==> config.mk <==
export PLATFORM = sky130hd
export DESIGN_NAME = scanline_fetch_arbiter
export DESIGN_NICKNAME = d
export VERILOG_FILES = /design/src/rtl/scanline_fetch_arbiter.sv
export SDC_FILE = /design/constraint.sdc
export NUM_CORES = 1
export LEC_CHECK = 0
export CAP_MARGIN = 20
export CORE_MARGIN = 4
export CORE_UTILIZATION = 45
export DETAILED_ROUTE_END_ITERATION = 8
export GPL_TIMING_DRIVEN = 1
export PLACE_DENSITY = 0.86
export SLEW_MARGIN = 20
export SYNTH_ARGS = -nofsm -noshare
export SYNTH_HDL_FRONTEND = slang
export SYNTH_SLANG_ARGS = --single-unit
==> constraint.sdc <==
create_clock -name clk -period 4.55 [get_ports clk]
set_input_delay 0.6825 -clock clk [delete_from_list [all_inputs] [get_ports clk]]
set_output_delay 0.6825 -clock clk [all_outputs]
set_load 0.05 [all_outputs]
==> src/rtl/scanline_fetch_arbiter.sv <==
// Scanline fetch arbiter: fills a double-buffered line buffer with one display
// line per fetch trigger and interleaves single host memory transactions into
// the gaps. Display fetches always win over the host. One memory transaction at
// most is in flight at any time.
// Optional feature: define FETCH_STATS_EN to add stats_clr / underrun_count.
module scanline_fetch_arbiter #(
  parameter int unsigned FETCH_WORDS = 8,
  parameter int unsigned HEIGHT      = 600,
  parameter int unsigned ADDR_W      = 16
) (
  input  logic                           clk,
  input  logic                           reset_n,
  input  logic                           next_row,
  input  logic                           vsync_pulse,
  input  logic                           hblank,
  input  logic                           vblank,
  input  logic [ADDR_W-1:0]              base_addr,
  output logic                           mem_req,
  output logic [ADDR_W-1:0]              mem_addr,
  output logic                           mem_we,
  output logic [15:0]                    mem_wdata,
  input  logic                           mem_ack,
  input  logic [15:0]                    mem_rdata,
  input  logic                           host_valid,
  input  logic                           host_we,
  input  logic [ADDR_W-1:0]              host_addr,
  input  logic [15:0]                    host_wdata,
  output logic                           host_ready,
  output logic [15:0]                    host_rdata,
  output logic                           lb_we,
  output logic [$clog2(FETCH_WORDS)-1:0] lb_addr,
  output logic [15:0]                    lb_data,
  output logic                           lb_bank,
  output logic                           underrun
`ifdef FETCH_STATS_EN
  ,
  input  logic                           stats_clr,
  output logic [15:0]                    underrun_count
`endif
);

  localparam int unsigned WW = $clog2(FETCH_WORDS);
  localparam int unsigned LW = (HEIGHT > 1) ? $clog2(HEIGHT) : 1;
  localparam logic [LW-1:0] LastLine = LW'(HEIGHT - 1);
  localparam logic [WW-1:0] LastWord = WW'(FETCH_WORDS - 1);

  typedef enum logic [1:0] {StIdle, StDisp, StHost, StDrain} state_e;

  state_e            state_q;
  logic [LW-1:0]     line_q, line_d;
  logic [WW-1:0]     word_q;
  logic              pend_q;
  logic              hblank_q;
  logic              rel_q;      // first cycle after reset release
  logic              mem_req_q, mem_we_q;
  logic [ADDR_W-1:0] mem_addr_q;
  logic [15:0]       mem_wdata_q;
  logic              host_ready_q;
  logic [15:0]       host_rdata_q;
  logic              lb_we_q;
  logic [WW-1:0]     lb_addr_q;
  logic [15:0]       lb_data_q;
  logic              lb_bank_q;
  logic              underrun_q;

  logic trig, ack_v, hb_fall, ur_evt;

  function automatic logic [ADDR_W-1:0] fetch_addr(input logic [ADDR_W-1:0] base,
                                                   input logic [LW-1:0]     line,
                                                   input logic [WW-1:0]     word);
    return base + (ADDR_W'(line) << WW) + ADDR_W'(word);
  endfunction

  // Fetch trigger decode and the line number it moves to; vsync wins over next_row.
  always_comb begin
    trig   = 1'b0;
    line_d = line_q;
    if (vsync_pulse) begin
      trig   = 1'b1;
      line_d = '0;
    end else if (next_row && !vblank && (line_q < LastLine)) begin
      trig   = 1'b1;
      line_d = line_q + LW'(1);
    end
  end

  // Acks are only honoured for our own outstanding request, never right after reset.
  assign ack_v   = mem_ack & mem_req_q & ~rel_q;
  assign hb_fall = hblank_q & ~hblank;
  assign ur_evt  = (state_q == StDisp) & (trig | hb_fall);

  // Main FSM with registered memory, host and line-buffer outputs.
  always_ff @(posedge clk or negedge reset_n) begin
    if (!reset_n) begin
      state_q      <= StIdle;
      line_q       <= '0;
      word_q       <= '0;
      pend_q       <= 1'b0;
      hblank_q     <= 1'b0;
      rel_q        <= 1'b1;
      mem_req_q    <= 1'b0;
      mem_we_q     <= 1'b0;
      mem_addr_q   <= '0;
      mem_wdata_q  <= '0;
      host_ready_q <= 1'b0;
      host_rdata_q <= '0;
      lb_we_q      <= 1'b0;
      lb_addr_q    <= '0;
      lb_data_q    <= '0;
      lb_bank_q    <= 1'b0;
      underrun_q   <= 1'b0;
    end else begin
      rel_q        <= 1'b0;
      hblank_q     <= hblank;
      lb_we_q      <= 1'b0;
      host_ready_q <= 1'b0;

      // Every trigger starts a new line in the other bank, whatever the state.
      if (trig) begin
        line_q    <= line_d;
        lb_bank_q <= ~lb_bank_q;
        word_q    <= '0;
      end

      if (ur_evt) underrun_q <= 1'b1;
`ifdef FETCH_STATS_EN
      if (stats_clr) underrun_q <= 1'b0;
`endif

      unique case (state_q)
        StIdle: begin
          if (trig || pend_q) begin
            state_q    <= StDisp;
            pend_q     <= 1'b0;
            mem_req_q  <= 1'b1;
            mem_we_q   <= 1'b0;
            mem_addr_q <= fetch_addr(base_addr, line_d, '0);
          end else if (host_valid) begin
            state_q     <= StHost;
            mem_req_q   <= 1'b1;
            mem_we_q    <= host_we;
            mem_addr_q  <= host_addr;
            mem_wdata_q <= host_wdata;
          end
        end

        StDisp: begin
          if (trig) begin
            // Restart on the new line; an in-flight request must drain first.
            if (mem_req_q) begin
              if (ack_v) begin
                mem_req_q <= 1'b0;
              end else begin
                state_q <= StDrain;
                pend_q  <= 1'b1;
              end
            end else begin
              mem_req_q  <= 1'b1;
              mem_addr_q <= fetch_addr(base_addr, line_d, '0);
            end
          end else if (hb_fall) begin
            state_q <= StDrain;
            if (ack_v) mem_req_q <= 1'b0;
          end else if (ack_v) begin
            mem_req_q <= 1'b0;
            lb_we_q   <= 1'b1;
            lb_addr_q <= word_q;
            lb_data_q <= mem_rdata;
            word_q    <= word_q + WW'(1);
            if (word_q == LastWord) state_q <= StIdle;
          end else if (!mem_req_q) begin
            mem_req_q  <= 1'b1;
            mem_addr_q <= fetch_addr(base_addr, line_q, word_q);
          end
        end

        StHost: begin
          if (trig) pend_q <= 1'b1;
          if (ack_v) begin
            mem_req_q    <= 1'b0;
            mem_we_q     <= 1'b0;
            host_ready_q <= 1'b1;
            pend_q       <= 1'b0;
            if (!mem_we_q) host_rdata_q <= mem_rdata;
            state_q <= (pend_q || trig) ? StDisp : StIdle;
          end
        end

        StDrain: begin
          if (trig) pend_q <= 1'b1;
          if (!mem_req_q || ack_v) begin
            mem_req_q <= 1'b0;
            state_q   <= StIdle;
          end
        end

        default: state_q <= StIdle;
      endcase
    end
  end

`ifdef FETCH_STATS_EN
  logic [15:0] ur_cnt_q;

  // Saturating underrun event counter.
  always_ff @(posedge clk or negedge reset_n) begin
    if (!reset_n) begin
      ur_cnt_q <= '0;
    end else if (stats_clr) begin
      ur_cnt_q <= '0;
    end else if (ur_evt && (ur_cnt_q != 16'hFFFF)) begin
      ur_cnt_q <= ur_cnt_q + 16'd1;
    end
  end

  assign underrun_count = ur_cnt_q;
`endif

  assign mem_req    = mem_req_q;
  assign mem_addr   = mem_addr_q;
  assign mem_we     = mem_we_q;
  assign mem_wdata  = mem_wdata_q;
  assign host_ready = host_ready_q;
  assign host_rdata = host_rdata_q;
  assign lb_we      = lb_we_q;
  assign lb_addr    = lb_addr_q;
  assign lb_data    = lb_data_q;
  assign lb_bank    = lb_bank_q;
  assign underrun   = underrun_q;

endmodule
* Word-level counts from Yosys, hierarchy flattened *
Index checks and enable logic that the tools add are counted.

operators by class
  eq/ne operators = 19
  magnitude comparators = 1
  $add $sub $neg = 5
  reductions and logical operators = 17
  muxes and demuxes = 54
  bitwise logic cells = 12

operator list
  kind                                                                     count
  16-bit 2-to-1 mux                                                        7
  16-bit by 13-bit adder with 16-bit output                                2
  16-bit one-hot mux with 2 select lines                                   1
  1-bit 2-to-1 mux                                                         25
  10-bit 2-to-1 mux                                                        2
  2-bit 2-to-1 mux                                                         10
  3-bit inequality test, second input constant                             6
  16-bit by 3-bit adder with 16-bit output                                 1
  3-bit 2-to-1 mux                                                         5
  2-bit inequality test, second input constant                             6
  10-bit by 1-bit adder with 10-bit output, second input constant          1
  10-bit less-than comparator, second input constant                       1
  3-bit AND reduction                                                      3
  4-bit inequality test, second input constant                             2
  1-bit one-hot mux with 4 select lines                                    2
  2-bit one-hot mux with 4 select lines                                    1
  4-bit AND reduction                                                      2
  1-bit NOT                                                                7
  7-bit AND reduction                                                      1
  6-bit AND reduction                                                      1
  1-bit bitwise AND                                                        4
  2-bit == test, second input constant                                     2
  4-bit by 3-bit inequality test with 1-bit output, second input constant  1
  2-bit nonzero test                                                       2
  other kinds (10)                                                         13

word-level totals
  output and inout port bits = 73
  logic and storage cells = 125
  flip-flop bits (word level) = 91

* Logic depth before layout (Yosys ltp) *
  word-level depth = 10
  depth in mapped cells = 16
  mapped depth without buffers = 16

* Least setup slack after synthesis *
No wires, ideal clock.

  kind = reg-to-reg
  from = register line_q[0]
  to = register mem_addr_q[15], in the netlist mem_addr[15]
  stages on the path, launching flop included = 17
  path slack = 1011 ps
  arrival time = 3414 ps
  clock period less this slack = 3539 ps
  library setup time = 124 ps
  required time = 4426 ps
  cell sequence = dfrtp_1 > ha_1 > a211oi_2 > o21ai_0 > a21boi_1 > and4_1 > nand3_1 > xor2_1 > nor2_1 > ha_1 > nand3_1 > o211ai_1 > o221a_2 > nor2_1 > o31a_1 > nor3_1 > o31ai_2

between the ends
  cells in the longest elaborated chain, start to end = 8
  elaborated cells between the ends (all ways) = 23
  classes of those cells = add/sub: 4; order compare: 1; eq/ne: 4; mux: 11; reduce/logical: 3

ends and longest elaborated chain
  element                                      RTL line  text
  start: declaration                           50        logic [LW-1:0] line_q, line_d;
  start signal: assignment                     120       line_q <= line_d;
  10-bit less-than comparator                  81        end else if (next_row && !vblank && (line_q < LastLine)) begin
  1-bit logical AND                            81
  10-bit 2-to-1 mux *                          81
  10-bit 2-to-1 mux *                          78        if (vsync_pulse) begin
  via line_d[5]                                50
  16-bit by 13-bit adder with 16-bit output *  71        return base + (ADDR_W'(line) << WW) + ADDR_W'(word);
  16-bit 2-to-1 mux                            150       if (mem_req_q) begin
  16-bit 2-to-1 mux                            148       if (trig) begin
  16-bit one-hot mux with 2 select lines *     130       unique case (state_q)
  end signal: assignment                       137       mem_addr_q <= fetch_addr(base_addr, line_d, '0);
  end signal: assignment                       142       mem_addr_q <= host_addr;
  end signal: assignment                       159       mem_addr_q <= fetch_addr(base_addr, line_d, '0);
  end: declaration                             56        logic [ADDR_W-1:0] mem_addr_q;

Mark *: on every way through the listed nets, which the timed path passes. The rest lies on a longest branch. The select of a mux whose other input is x is not followed.
A chain may end at the register's enable or synchronous reset.

* Worst setup path after layout *
Same ends and word-level chain as after synthesis.

==> results.sh <==
export IMPL_setup_viol=0
export IMPL_slew_limit_headroom_pct=47.3
export IMPL_setup_ws_ps=549
export IMPL_min_period_ps=4000
export IMPL_first_global_vias=4443
export IMPL_dr_first_iter_drc_count=364
export IMPL_mostFrequentLayoutCells="clkdlybuf4s50_1, dfrtp_1, nor2_1"
export IMPL_grt_max_degree=92
export IMPL_max_cap_violations=0
export IMPL_crit_path_max_fanout=5
export IMPL_fin_tns_setup_ps=0
export IMPL_syn_avg_cell_area_um2=10.2
export IMPL_required_ps=4760
export IMPL_io_pins=146
export IMPL_tightestPinTransition_ps=790
export IMPL_skew_ps=7.39
export IMPL_finalHoldViolCount=0
export IMPL_cts_setup_buffers=0
export IMPL_post_synth_main_area_contributors="dfrtp_1, mux2_2, ha_1"
export IMPL_synth_edf_count=0
export IMPL_wire_per_inst_um=17.7
export IMPL_wl_mm=14.3
export IMPL_nets=757
export IMPL_p_sw_share_pct=47.4
export IMPL_rows=39
export IMPL_drive_gt1_share_pct=12.9
export IMPL_seq_area_frac_synth_pct=43.4
export IMPL_synth_cell_types=66
export IMPL_cts_sinks=91
export IMPL_grt_first_pass_wirelength_mm=22.3
export IMPL_synth_seq_cells=91
export IMPL_die_w_um=116
export IMPL_grt_setup_unrepaired="false"
export IMPL_layout_commonest_cell="clkdlybuf4s50_1"
export IMPL_worstSetupStartpointType="flip-flop"
export IMPL_drt_first_pass_iters=6
export IMPL_grt_overflow_total=0
export IMPL_viasPerCell=5.74
export IMPL_synthCells=516
export IMPL_synth_area_mm2=0.00525
export IMPL_dp_slack_ps=309
export IMPL_slew_viol_final=0
export IMPL_diodes=0
export IMPL_clk_latency_ps=350
export IMPL_intPower_mw=2.41
export IMPL_port_buffer_count=145
export IMPL_synth_top_cell_area_share_pct=42.9
export IMPL_synth_top_cell_by_area="dfrtp_1"
export IMPL_cts_buffers=9
export IMPL_dr_total_vias=4612
export IMPL_async_reset_ff_share_pct=100
export IMPL_path_class="flip-flop to flip-flop"
export IMPL_synthFlopType="dfrtp_1"
export IMPL_root_buffer="clkbuf_16"
export IMPL_ys_warn_count=0
export IMPL_antenna_left=0
export IMPL_die_area_mm2=0.0134
export IMPL_hold_class="primary input to async pin"
export IMPL_p_sw_mw=2.17
export IMPL_area_growth_syn_to_layout_pct=35.3
export IMPL_cts_tree="built"
export IMPL_power_frac_clock_pct=16.1
export IMPL_ir_drop_uv=664
export IMPL_final_util_pct=62.2
export IMPL_hold_buffers=0
export IMPL_die_h_um=116
export IMPL_cts_resized=0
export IMPL_clock_path_buffers=2
export IMPL_leakage_nw=3.04
export IMPL_fin_hold_ws_ps=403
export IMPL_post_route_period_util_pct=87.9
export IMPL_h_tree_depth=3
export IMPL_outcome="finished clean"
export IMPL_start_util_pct=45.9
export IMPL_hpwl_mm=11.0
export IMPL_power_density_mw_per_mm2=646
export IMPL_antenna_found_initial=0
export IMPL_max_freq_mhz=250
export IMPL_clk_pin_slew_ps=70
export IMPL_postLayoutCellArea_mm2=0.00710
export IMPL_crit_path_end_kind="flip-flop"
export IMPL_core_mm2=0.0114
export IMPL_seq_power_share_pct=29.2
export IMPL_arrival_ps=4210
export IMPL_syn_nets=617
export IMPL_combPwrFrac_pct=54.7
export IMPL_place_gp_congestion=0.935
export IMPL_grt_usage_pct=21.1
export IMPL_drcViolationCount=0
export IMPL_place_area_mm2=0.00680
cells in the mapped netlist (all sizes together), types with 12 or more instances:
cell,instances
xnor2,15
dfrtp,90
nand3,19
xor2,12
ha,26
a21oi,33
o21ai,32
nor2,54
mux2,51
nand2,31
nor3,12
flip-flops by register name, indices dropped and copies added, names as in the netlist:
name and count:
mem_req 1, host_ready 1, host_rdata 16, mem_addr 16
mem_wdata 16, mem_we 1, word_q 3, state_q 2
lb_we 1, lb_bank 1, lb_data 16, underrun 1
lb_addr 3, pend_q 1, line_q 10, hblank_q 1
rel_q 1
through the flow:
stage               std cells  power [mW]
detailed placement        788        3.86
finish                    804        4.58
CTS                       804        4.61
global route              804        4.79
floorplan                 516        3.01
global placement          788        3.80
kinds of logic after synthesis:
family / synth area share [%]
xor gates and xnor gates: 4.51
buffers and inverters: 2.93
adders and majority gates: 6.97
and+or+nand+nor: 13.8
muxes: 12.0
AOI/OAI and AO/OA: 16.3
DFF: 43.4
other: 0.0715
power groups by stage:
stage               Combinational [mW]  Clock (mW)  Sequential, mW
global route                      2.62       0.786            1.38
floorplan                        0.684           0            2.33
detailed placement                2.51           0            1.36
CTS                               2.52       0.750            1.34
finish                            2.51       0.738            1.34
global placement                  2.48           0            1.33
metal layers:
layer	part of all wire [%]	GRT usage [%]	up-vias	wire length, um
met5	0	0	-	0
met4	2.3	8.89	0	327
met3	7.2	3.50	24	1030
met2	49	33.5	230	6940
met1	42	28.8	2191	5960
li1	-	-	2167	-
worst max-delay path, stage by stage, from the launching register on:
cell and delay [ps]:
dfrtp_1 440, ha_1 270, a211oi_2 250, o21ai_0 120, a21boi_1 240, and4_1 320
nand3_1 110, xor2_1 180, nor2_1 70, ha_1 390, nand3_1 120, o211ai_1 370
o221a_2 310, nor2_1 80, o31a_1 320, nor3_1 230, o31ai_2 80
worst paths after layout:
kind	start	depth (start not counted)	end	slack (ps)
setup / recovery	line_q[0]	16	mem_addr[15]	550
hold / removal	reset_n	1	host_rdata[12]	400
hold reg to reg	underrun	1	underrun	460
setup reg to reg	line_q[0]	16	mem_addr[15]	550
max in group asynchronous	reset_n	1	line_q[7]	3630
min in group clk	underrun	1	underrun	460
cell type report:
cell class	instances	area [um^2]
clock inverter	6	53.8
fill	902	4320
clock buffer	10	239
tap	143	179
timing repair buffer	151	1500
inverter	10	37.5
multi-input combinational	393	2810
sequential	91	2280
Power figures use the tool's default switching activity.
